`config.mk`:
```
export PLATFORM = sky130hd
export DESIGN_NAME = seq_ctrl
export DESIGN_NICKNAME = d
export VERILOG_FILES = /design/src/rtl/seq_ctrl_pkg.sv /design/src/rtl/seq_timer.sv /design/src/rtl/seq_ctrl.sv
export SDC_FILE = /design/constraint.sdc
export NUM_CORES = 1
export LEC_CHECK = 0
export CAP_MARGIN = 25
export CORE_MARGIN = 8
export CORE_UTILIZATION = 42
export CTS_BUF_LIST = sky130_fd_sc_hd__clkbuf_8
export DETAILED_ROUTE_END_ITERATION = 8
export PLACE_DENSITY = 0.82
export SYNTH_ARGS = -nofsm -noshare
export SYNTH_HDL_FRONTEND = slang
export SYNTH_SLANG_ARGS = --single-unit
export TNS_END_PERCENT = 10
```
`constraint.sdc`:
```
create_clock -name CLK -period 2.4 [get_ports CLK]
set_input_delay 0.6 -clock CLK [delete_from_list [all_inputs] [get_ports CLK]]
set_output_delay 0.6 -clock CLK [all_outputs]
set_load 0.02 [all_outputs]
```
`src/rtl/seq_ctrl_pkg.sv`:
```
// Shared definitions for the step sequencer: default widths, FSM state
// encoding and the step-table field offset helper.
package seq_ctrl_pkg;

    localparam int unsigned BW_SEQ_DEF     = 4;
    localparam int unsigned N_STEP_DEF     = 8;
    localparam int unsigned BW_STEP_DEF    = 3;
    localparam int unsigned BW_TIMEOUT_DEF = 4;

    typedef enum logic {
        ST_IDLE = 1'b0,
        ST_RUN  = 1'b1
    } state_t;

    // Bit offset of entry k; the entry's duration sits at the offset and its value directly above.
    function automatic int unsigned entry_ofs(input int unsigned bw_seq,
                                              input int unsigned bw_timeout,
                                              input int unsigned k);
        return (bw_seq + bw_timeout) * k;
    endfunction

endpackage

```
`src/rtl/seq_timer.sv`:
```
// Step duration down counter.
//   CLK, RST : clock, asynchronous active-high reset (count clears to 0)
//   LOAD/VAL : load VAL into the counter (wins over EN)
//   EN       : decrement while the count is non-zero
//   CNT0     : count is zero
module seq_timer
    import seq_ctrl_pkg::*;
#(
    parameter int unsigned BW_TIMEOUT = BW_TIMEOUT_DEF
) (
    input  logic                  CLK,
    input  logic                  RST,
    input  logic                  LOAD,
    input  logic [BW_TIMEOUT-1:0] VAL,
    input  logic                  EN,
    output logic                  CNT0
);

    logic [BW_TIMEOUT-1:0] cnt_q;

    always_ff @(posedge CLK or posedge RST) begin
        if (RST) begin
            cnt_q <= '0;
        end else if (LOAD) begin
            cnt_q <= VAL;
        end else if (EN && (cnt_q != '0)) begin
            cnt_q <= cnt_q - BW_TIMEOUT'(1);
        end
    end

    assign CNT0 = (cnt_q == '0);

endmodule

```
`src/rtl/seq_ctrl.sv`:
```
// Programmable step sequencer: plays entries 0..LAST_STEP of PTN, each
// entry holding its value on SEQ for T_k+1 unheld cycles, once or looped.
//   CLK, RST   : clock, asynchronous active-high reset
//   START/STOP : start (restart from step 0) and abort pulses; STOP wins
//   HOLD       : freezes the step timer and outputs while high
//   LOOP       : loop (1) or one-shot (0), latched on an accepted START
//   LAST_STEP  : final step index, latched (clamped to N_STEP-1) on START
//   PTN        : step table, entry k = {V_k, T_k}
//   SEQ, STEP  : current step value and index (registered)
//   BUSY, DONE : running flag; one-cycle pulse at one-shot completion
module seq_ctrl
    import seq_ctrl_pkg::*;
#(
    parameter int unsigned       BW_SEQ     = BW_SEQ_DEF,
    parameter int unsigned       N_STEP     = N_STEP_DEF,
    parameter int unsigned       BW_STEP    = BW_STEP_DEF,
    parameter int unsigned       BW_TIMEOUT = BW_TIMEOUT_DEF,
    parameter logic [BW_SEQ-1:0] RV         = {BW_SEQ{1'b0}}
) (
    input  logic                                     CLK,
    input  logic                                     RST,
    input  logic                                     START,
    input  logic                                     STOP,
    input  logic                                     HOLD,
    input  logic                                     LOOP,
    input  logic [BW_STEP-1:0]                       LAST_STEP,
    input  logic [(BW_SEQ+BW_TIMEOUT)*N_STEP-1:0]    PTN,
    output logic [BW_SEQ-1:0]                        SEQ,
    output logic [BW_STEP-1:0]                       STEP,
    output logic                                     BUSY,
    output logic                                     DONE
);

    localparam int unsigned        N_TBL    = 2 ** BW_STEP;
    localparam logic [BW_STEP-1:0] LAST_MAX = BW_STEP'(N_STEP - 1);

    // Table unpacked to one entry per index value; unused indices read as zero.
    logic [BW_SEQ-1:0]     tbl_v [N_TBL];
    logic [BW_TIMEOUT-1:0] tbl_t [N_TBL];

    for (genvar k = 0; k < N_TBL; k++) begin : g_tbl
        if (k < N_STEP) begin : g_ent
            assign tbl_t[k] = PTN[entry_ofs(BW_SEQ, BW_TIMEOUT, k) +: BW_TIMEOUT];
            assign tbl_v[k] = PTN[entry_ofs(BW_SEQ, BW_TIMEOUT, k) + BW_TIMEOUT +: BW_SEQ];
        end else begin : g_pad
            assign tbl_t[k] = '0;
            assign tbl_v[k] = '0;
        end
    end

    state_t              state_q,  state_nxt;
    logic [BW_SEQ-1:0]   seq_q,    seq_nxt;
    logic [BW_STEP-1:0]  step_q,   step_nxt;
    logic                busy_q,   busy_nxt;
    logic                done_q,   done_nxt;
    logic                loop_q,   loop_nxt;
    logic [BW_STEP-1:0]  last_q,   last_nxt;

    logic                  tmr_load;
    logic [BW_TIMEOUT-1:0] tmr_val;
    logic                  tmr_en;
    logic                  tmr_zero;

    logic [BW_STEP-1:0] step_inc;
    logic [BW_STEP-1:0] last_clamp;

    assign step_inc   = step_q + BW_STEP'(1);
    assign last_clamp = (LAST_STEP > LAST_MAX) ? LAST_MAX : LAST_STEP;

    seq_timer #(
        .BW_TIMEOUT (BW_TIMEOUT)
    ) u_timer (
        .CLK  (CLK),
        .RST  (RST),
        .LOAD (tmr_load),
        .VAL  (tmr_val),
        .EN   (tmr_en),
        .CNT0 (tmr_zero)
    );

    // Next-state and next-output logic; priority STOP > START > HOLD > timer.
    always_comb begin
        state_nxt = state_q;
        seq_nxt   = seq_q;
        step_nxt  = step_q;
        busy_nxt  = busy_q;
        done_nxt  = 1'b0;
        loop_nxt  = loop_q;
        last_nxt  = last_q;
        tmr_load  = 1'b0;
        tmr_val   = '0;
        tmr_en    = 1'b0;

        if (STOP) begin
            state_nxt = ST_IDLE;
            seq_nxt   = RV;
            step_nxt  = '0;
            busy_nxt  = 1'b0;
            tmr_load  = 1'b1;
        end else if (START) begin
            state_nxt = ST_RUN;
            seq_nxt   = tbl_v[0];
            step_nxt  = '0;
            busy_nxt  = 1'b1;
            loop_nxt  = LOOP;
            last_nxt  = last_clamp;
            tmr_load  = 1'b1;
            tmr_val   = tbl_t[0];
        end else begin
            case (state_q)
                ST_IDLE: begin
                end
                ST_RUN: begin
                    if (HOLD) begin
                    end else if (!tmr_zero) begin
                        tmr_en = 1'b1;
                    end else if (step_q < last_q) begin
                        seq_nxt  = tbl_v[step_inc];
                        step_nxt = step_inc;
                        tmr_load = 1'b1;
                        tmr_val  = tbl_t[step_inc];
                    end else if (loop_q) begin
                        // Wrap to entry 0; SEQ reloads V_0 so a single-step loop holds steady.
                        seq_nxt  = tbl_v[0];
                        step_nxt = '0;
                        tmr_load = 1'b1;
                        tmr_val  = tbl_t[0];
                    end else begin
                        state_nxt = ST_IDLE;
                        seq_nxt   = RV;
                        step_nxt  = '0;
                        busy_nxt  = 1'b0;
                        done_nxt  = 1'b1;
                        tmr_load  = 1'b1;
                    end
                end
                default: begin
                end
            endcase
        end
    end

    // State and output registers.
    always_ff @(posedge CLK or posedge RST) begin
        if (RST) begin
            state_q <= ST_IDLE;
            seq_q   <= RV;
            step_q  <= '0;
            busy_q  <= 1'b0;
            done_q  <= 1'b0;
            loop_q  <= 1'b0;
            last_q  <= '0;
        end else begin
            state_q <= state_nxt;
            seq_q   <= seq_nxt;
            step_q  <= step_nxt;
            busy_q  <= busy_nxt;
            done_q  <= done_nxt;
            loop_q  <= loop_nxt;
            last_q  <= last_nxt;
        end
    end

    assign SEQ  = seq_q;
    assign STEP = step_q;
    assign BUSY = busy_q;
    assign DONE = done_q;

endmodule

```
# Word-level counts from Yosys, hierarchy flattened
# Cells that the tools add are included.
# word_totals
latch_bits,0
elab_cells,87
input_bits,73
n_memories,0
register_bits,18
mem_bits_ro,0
ramBits,0
out_inout_bits,9
# classes
mux,60
mul,0
n_addsub,2
n_eq_ne,3
shift,0
bitwise,2
reduce_logical,9
n_lt_le_gt_ge,3
div,0
# ops
op,count
2-to-1 mux 4 bit,20
2-to-1 mux 1 bit,31
binary-select mux 4 bit (select 3 bit),2
2-to-1 mux 3 bit,7
"!= test 3 bit, second input constant",3
nonzero test 3 bit,2
AND reduction 5 bit,1
">= comparator 4 bit, second input constant",1
logical NOT 4 bit,1
inverter 3 -> 4 bit,1
nonzero test 4 bit,1
"subtractor 4 x 1 -> 4 bit, second input constant",1
"adder 3 x 1 -> 3 bit, second input constant",1
"> comparator 3 bit, second input constant",1
less-than comparator 3 bit,1
AND reduction 3 bit,1
AND reduction 2 bit,1
nonzero test 2 bit,1
logical AND 1 bit,1
inverter 1 bit,1

# Longest topological paths before layout
# logic_depth
ltp_word,12
mapped_depth,7
mapped_depth_nobuf,6

# Hierarchy
# From an unflattened synthesis, not the netlist that was laid out.
# hier_totals
cells_unflattened,132
hier_area_um2,1502.7
# modules_own_cells
mod,cells_each,seq_area_each_um2,area_per_inst_um2,instances
seq_ctrl,104,350.3,1241.2,1
seq_timer,28,100.1,261.5,1

# Worst setup path before layout
# OpenSTA, ideal clock, no wires.
# synth_path
kind,register to register
start,"reg step_q[0], in the netlist STEP[0]"
end,reg u_timer.cnt_q[2]
path_slack_ns,0.361
arrival_time_ns,1.915
path_buffers,2
required_time_ns,2.276
stages_incl_launch_ff,7
setup_ns,0.124
period_less_slack_ns,2.039
path_cell_list,dfrtp_1 ha_1 buf_6 buf_2 mux4_2 a22o_1 o31a_1
# synth_via
elab_chain_cells,12
word_cells_on_any_way,13
classes_between,add/sub: 1; order compare: 1; mux: 10; bitwise: 1
# synth_lines
item,line_no,source
"start, declared",seq_ctrl.sv:53,"logic [BW_STEP-1:0] step_q, step_nxt;"
"start signal, assigned",seq_ctrl.sv:156,step_q <= step_nxt;
adder 3 x 1 -> 3 bit,seq_ctrl.sv:67,assign step_inc = step_q + BW_STEP'(1);
inverter 3 -> 4 bit (not written as such),seq_ctrl.sv:121,tmr_val = tbl_t[step_inc];
binary-select mux 4 bit (select 3 bit),seq_ctrl.sv:121,
2-to-1 mux 4 bit (not written as such) (2 in series),seq_ctrl.sv:121,
2-to-1 mux 4 bit *,seq_ctrl.sv:117,end else if (step_q < last_q) begin
2-to-1 mux 4 bit *,seq_ctrl.sv:115,end else if (!tmr_zero) begin
2-to-1 mux 4 bit *,seq_ctrl.sv:114,if (HOLD) begin
2-to-1 mux 4 bit *,seq_ctrl.sv:110,case (state_q)
2-to-1 mux 4 bit *,seq_ctrl.sv:100,end else if (START) begin
2-to-1 mux 4 bit *,seq_ctrl.sv:94,if (STOP) begin
2-to-1 mux 4 bit *,seq_timer.sv:24,end else if (LOAD) begin
"end signal, assigned",seq_timer.sv:27,cnt_q <= cnt_q - BW_TIMEOUT'(1);
"end, declared",seq_timer.sv:19,logic [BW_TIMEOUT-1:0] cnt_q;
# Mark *: on every way between the ends. The rest lies on a longest branch, timed or not. The select of a mux whose other input is x is not followed.
# A chain may end at the register's enable or synchronous reset.

# Worst setup path after layout
# layout_path
start,"reg step_q[0], in the netlist STEP[0]"
end,out STEP[0]
# layout_rtl
item,line_no,source
"end, declared",seq_ctrl.sv:29,"output logic [BW_STEP-1:0] STEP,"
# No word-level cell between the ends.

==> impl_metrics.csv <==
group,metric,value,unit
run_status,status,"finished, final reports clean",
drt,ant_nets,0,
drt,routed_wirelength,5460,um
layout,sequential_cell_area,450,um^2
drt,detailedRoute.firstIterationViolations,151,
clock_tree,htreeDepth,1,
drt,via_cell_ratio,5.95,
layout,final_cells,295,
die,io-pin-count,82,
die,die_width,79.0,um
timing,post-route-min-period,2170,ps
clock_tree,cts-root-to-sink-buffers,2,
timing,fmax,462,MHz
synth,postSynthNetCount,235,
timing,timing.final.setup_violations,0,
timing,setup_tns,0,ps
worst_setup_path,worstPathMaxFanout,20,
power,power-per-cell-area,366,nW/um^2
worst_setup_path,worstPathArrival,1570,ps
placed_design,hpwlAfterDp,4490,um
clock_tree,clock_latency,260,ps
drt,route.detailed.drc,0,
placed_design,quantity_of_i_o_buffers_inserted_on_ports,81,
clock_tree,post_cts.repair.setup_buffers,0,
clock_tree,cts-buffers-inserted,3,
synth,synth_cell_types,58,
placed_design,gp_congestion,0.875,
synth,synth_top_area_cells,"sky130_fd_sc_hd__dfrtp_1, sky130_fd_sc_hd__mux4_2, sky130_fd_sc_hd__mux4_1, sky130_fd_sc_hd__ha_1, sky130_fd_sc_hd__o31ai_1",
synth,netlist_instances,157,
timing,final_clock_period_utilization_by_the_worst_path,0.902,
global_route,globalRoute.totalOverflow,0,
layout,area_used_by_multi_input_combinational_logic,1120,um^2
drt,dr.pass1.iters,4,
die,fp.coreArea,3910,um^2
placed_design,standard_cell_area_after_detailed_placement,2580,um^2
timing,worst_hold_slack,552,ps
synth,asyncSetResetFlopFracSynth,1.00,
synth,synth_flop_cell,"sky130_fd_sc_hd__dfrtp_1",
die,die_ar,6250,um^2
global_route,first_pass_grt_wire_length,8680,um
synth,yosys.area.top_type,"sky130_fd_sc_hd__dfrtp_1",
global_route,grt_pass1_vias,1887,
worst_setup_path,timing.setup.critical_path_class,"reg -> out",
layout,finalInstanceArea,2630,um^2
layout,antenna_cells,0,
timing,timing_hold_violations_final,0,
clock_tree,clk_sink_count,18,
die,die-height,79.0,um
layout,post_route_cells_drive_above_1_share,0.159,
die,floorplan.initialDensity,0.426,
global_route,grt_max_degree,21,
die,fp-row-count,23,
synth,ys_warn_count,0,
placed_design,worst_setup_slack_after_placement,127,ps
layout,synthToLayoutAreaGrowth,57.8,%
synth,synth_sequential_area_ratio,0.270,
synth,synth_seq_cells,18,
placed_design,dp.cells,291,
clock_tree,post_cts_resize_count,0,
worst_setup_path,timing.critical_path.required,1800,ps
clock_tree,clk_pin_slew_worst_paths,70,ps
run,max_cap_violation_count,0,
layout,filler_cell_count,330,
hold_path,hold_path.class,"reg -> reg",
worst_setup_path,start_kind,"flop",
synth,synth_edf_count,0,
layout,finish.net_count,324,
global_route,global_route.usage.total,0.175,
global_route,grt_antenna_before_repair,0,
clock_tree,tritoncts,"done",
timing,fin_ws,235,ps
drt,total_number_of_vias,1755,
power,ir_drop,0.191,mV
clock_tree,clk_root_buffer_cell,"sky130_fd_sc_hd__clkbuf_8",
timing,finalClockSkew,2.57,ps
drt,wl_per_cell,18.5,um
timing,slew-limit-headroom,0.538,
synth,syn_area,1670,um^2
synth,syn_area_per_cell,10.6,um^2
timing,grt_setup_unrepaired,"false",
power,p_leak,1.03,nW
timing,slew_viol_final,0,
timing,worst_max_slew_pin_slew,693,ps
worst_setup_path,worst_setup_path_end_kind,"output port",
clock_tree,cts.hold.buffers_added,0,
synth,synth_top_cell_area_share,0.270,
cells in the mapped netlist, drive strengths merged, types with 2 or more instances:
cell,instances
o21ai,4
o311ai,2
a31oi,5
mux2,2
a21o,2
buf,7
mux4,16
or3,3
inv,10
dfrtp,18
nand3,6
clkbuf,2
nand2b,3
ha,5
nand4,2
nor2,6
nand2,9
a21oi,11
a221oi,2
nor2b,3
a22oi,5
a211oi,3
o31ai,7
nor3,2
stage by stage:
| step | power (W) | utilization |
|---|---|---|
| after floorplan | 0.000526 | - |
| after global placement | 0.000705 | 0.659 |
| after detailed placement | 0.000714 | 0.659 |
| after CTS | 0.000965 | 0.673 |
| after global routing | 0.00100 | 0.673 |
| final | 0.000963 | 0.673 |
metal layers:
metal	part of all wire	track usage
met1	0.40	0.194
met2	0.51	0.309
met3	0.066	0.0350
met4	0.020	0.0870
met5	0	0
final timing paths:
| check | start | depth (start not counted) | to | slack (ps) |
|---|---|---|---|---|
| max | STEP[0]$_DFFE_PP0P_ | 2 | STEP[0] | 230 |
| min | BUSY$_DFFE_PP0P_ | 2 | BUSY$_DFFE_PP0P_ | 550 |
| max reg2reg | STEP[1]$_DFFE_PP0P_ | 5 | u_timer.cnt_q[2]$_DFFE_PP0P_ | 360 |
| min reg2reg | BUSY$_DFFE_PP0P_ | 2 | BUSY$_DFFE_PP0P_ | 550 |
| max in group asynchronous | RST | 2 | last_q[1]$_DFFE_PP0P_ | 1210 |
| min in group asynchronous | RST | 2 | last_q[2]$_DFFE_PP0P_ | 750 |
critical path, stage by stage, from the launching register on:
cell and delay (ps):
sky130_fd_sc_hd__dfrtp_1 350, sky130_fd_sc_hd__buf_4 290, sky130_fd_sc_hd__clkdlybuf4s50_1 660
power by group:
part | leakage (nW) | switching (W) | internal (W) | total, W
clock network | 0.0288 | 0.000107 | 0.000146 | 0.000253
registers | 0.233 | 0.0000233 | 0.000326 | 0.000349
logic | 0.768 | 0.000151 | 0.000211 | 0.000361
cells in the final DEF, fill, tap and decap left out, drive strengths merged, types with 2 or more instances in the layout:
cell type / count
dfrtp: 18
a22oi: 5
clkbuf: 4
a21o: 2
o31ai: 7
nor3: 2
o311ai: 2
nand2b: 3
clkdlybuf4s50: 81
nand3: 6
a211oi: 3
nor2b: 3
mux2: 2
ha: 5
or3: 3
inv: 10
a221oi: 2
o21ai: 4
mux4: 16
nand2: 9
buf: 12
nor2: 6
nand4: 2
a21oi: 11
a31oi: 5
flip-flops by register name (all words and copies together), names as in the netlist:
signal / cells
SEQ: 4
u_timer.cnt_q: 4
STEP: 3
last_q: 3
BUSY: 1
DONE: 1
loop_q: 1
state_q: 1
kinds of logic after synthesis:
family | Yosys count | share of synthesized area
AND/OR/NAND/NOR | 41 | 0.145
AO/OA/AOI/OAI | 52 | 0.231
adder cells (fa/ha/maj) | 5 | 0.0375
buffers and inverters | 20 | 0.0570
XOR/XNOR | 2 | 0.0105
flip-flops | 18 | 0.270
multiplexers | 19 | 0.249
area by class of cell:
class	count	share of cell area
Sequential cell	18	0.171
Inverter	11	0.0157
Tap cell	50	0.0238
Clock buffer	4	0.0209
Timing Repair Buffer	93	0.342
Multi-Input combinational cell	119	0.427
Power figures use the tool's default switching activity.
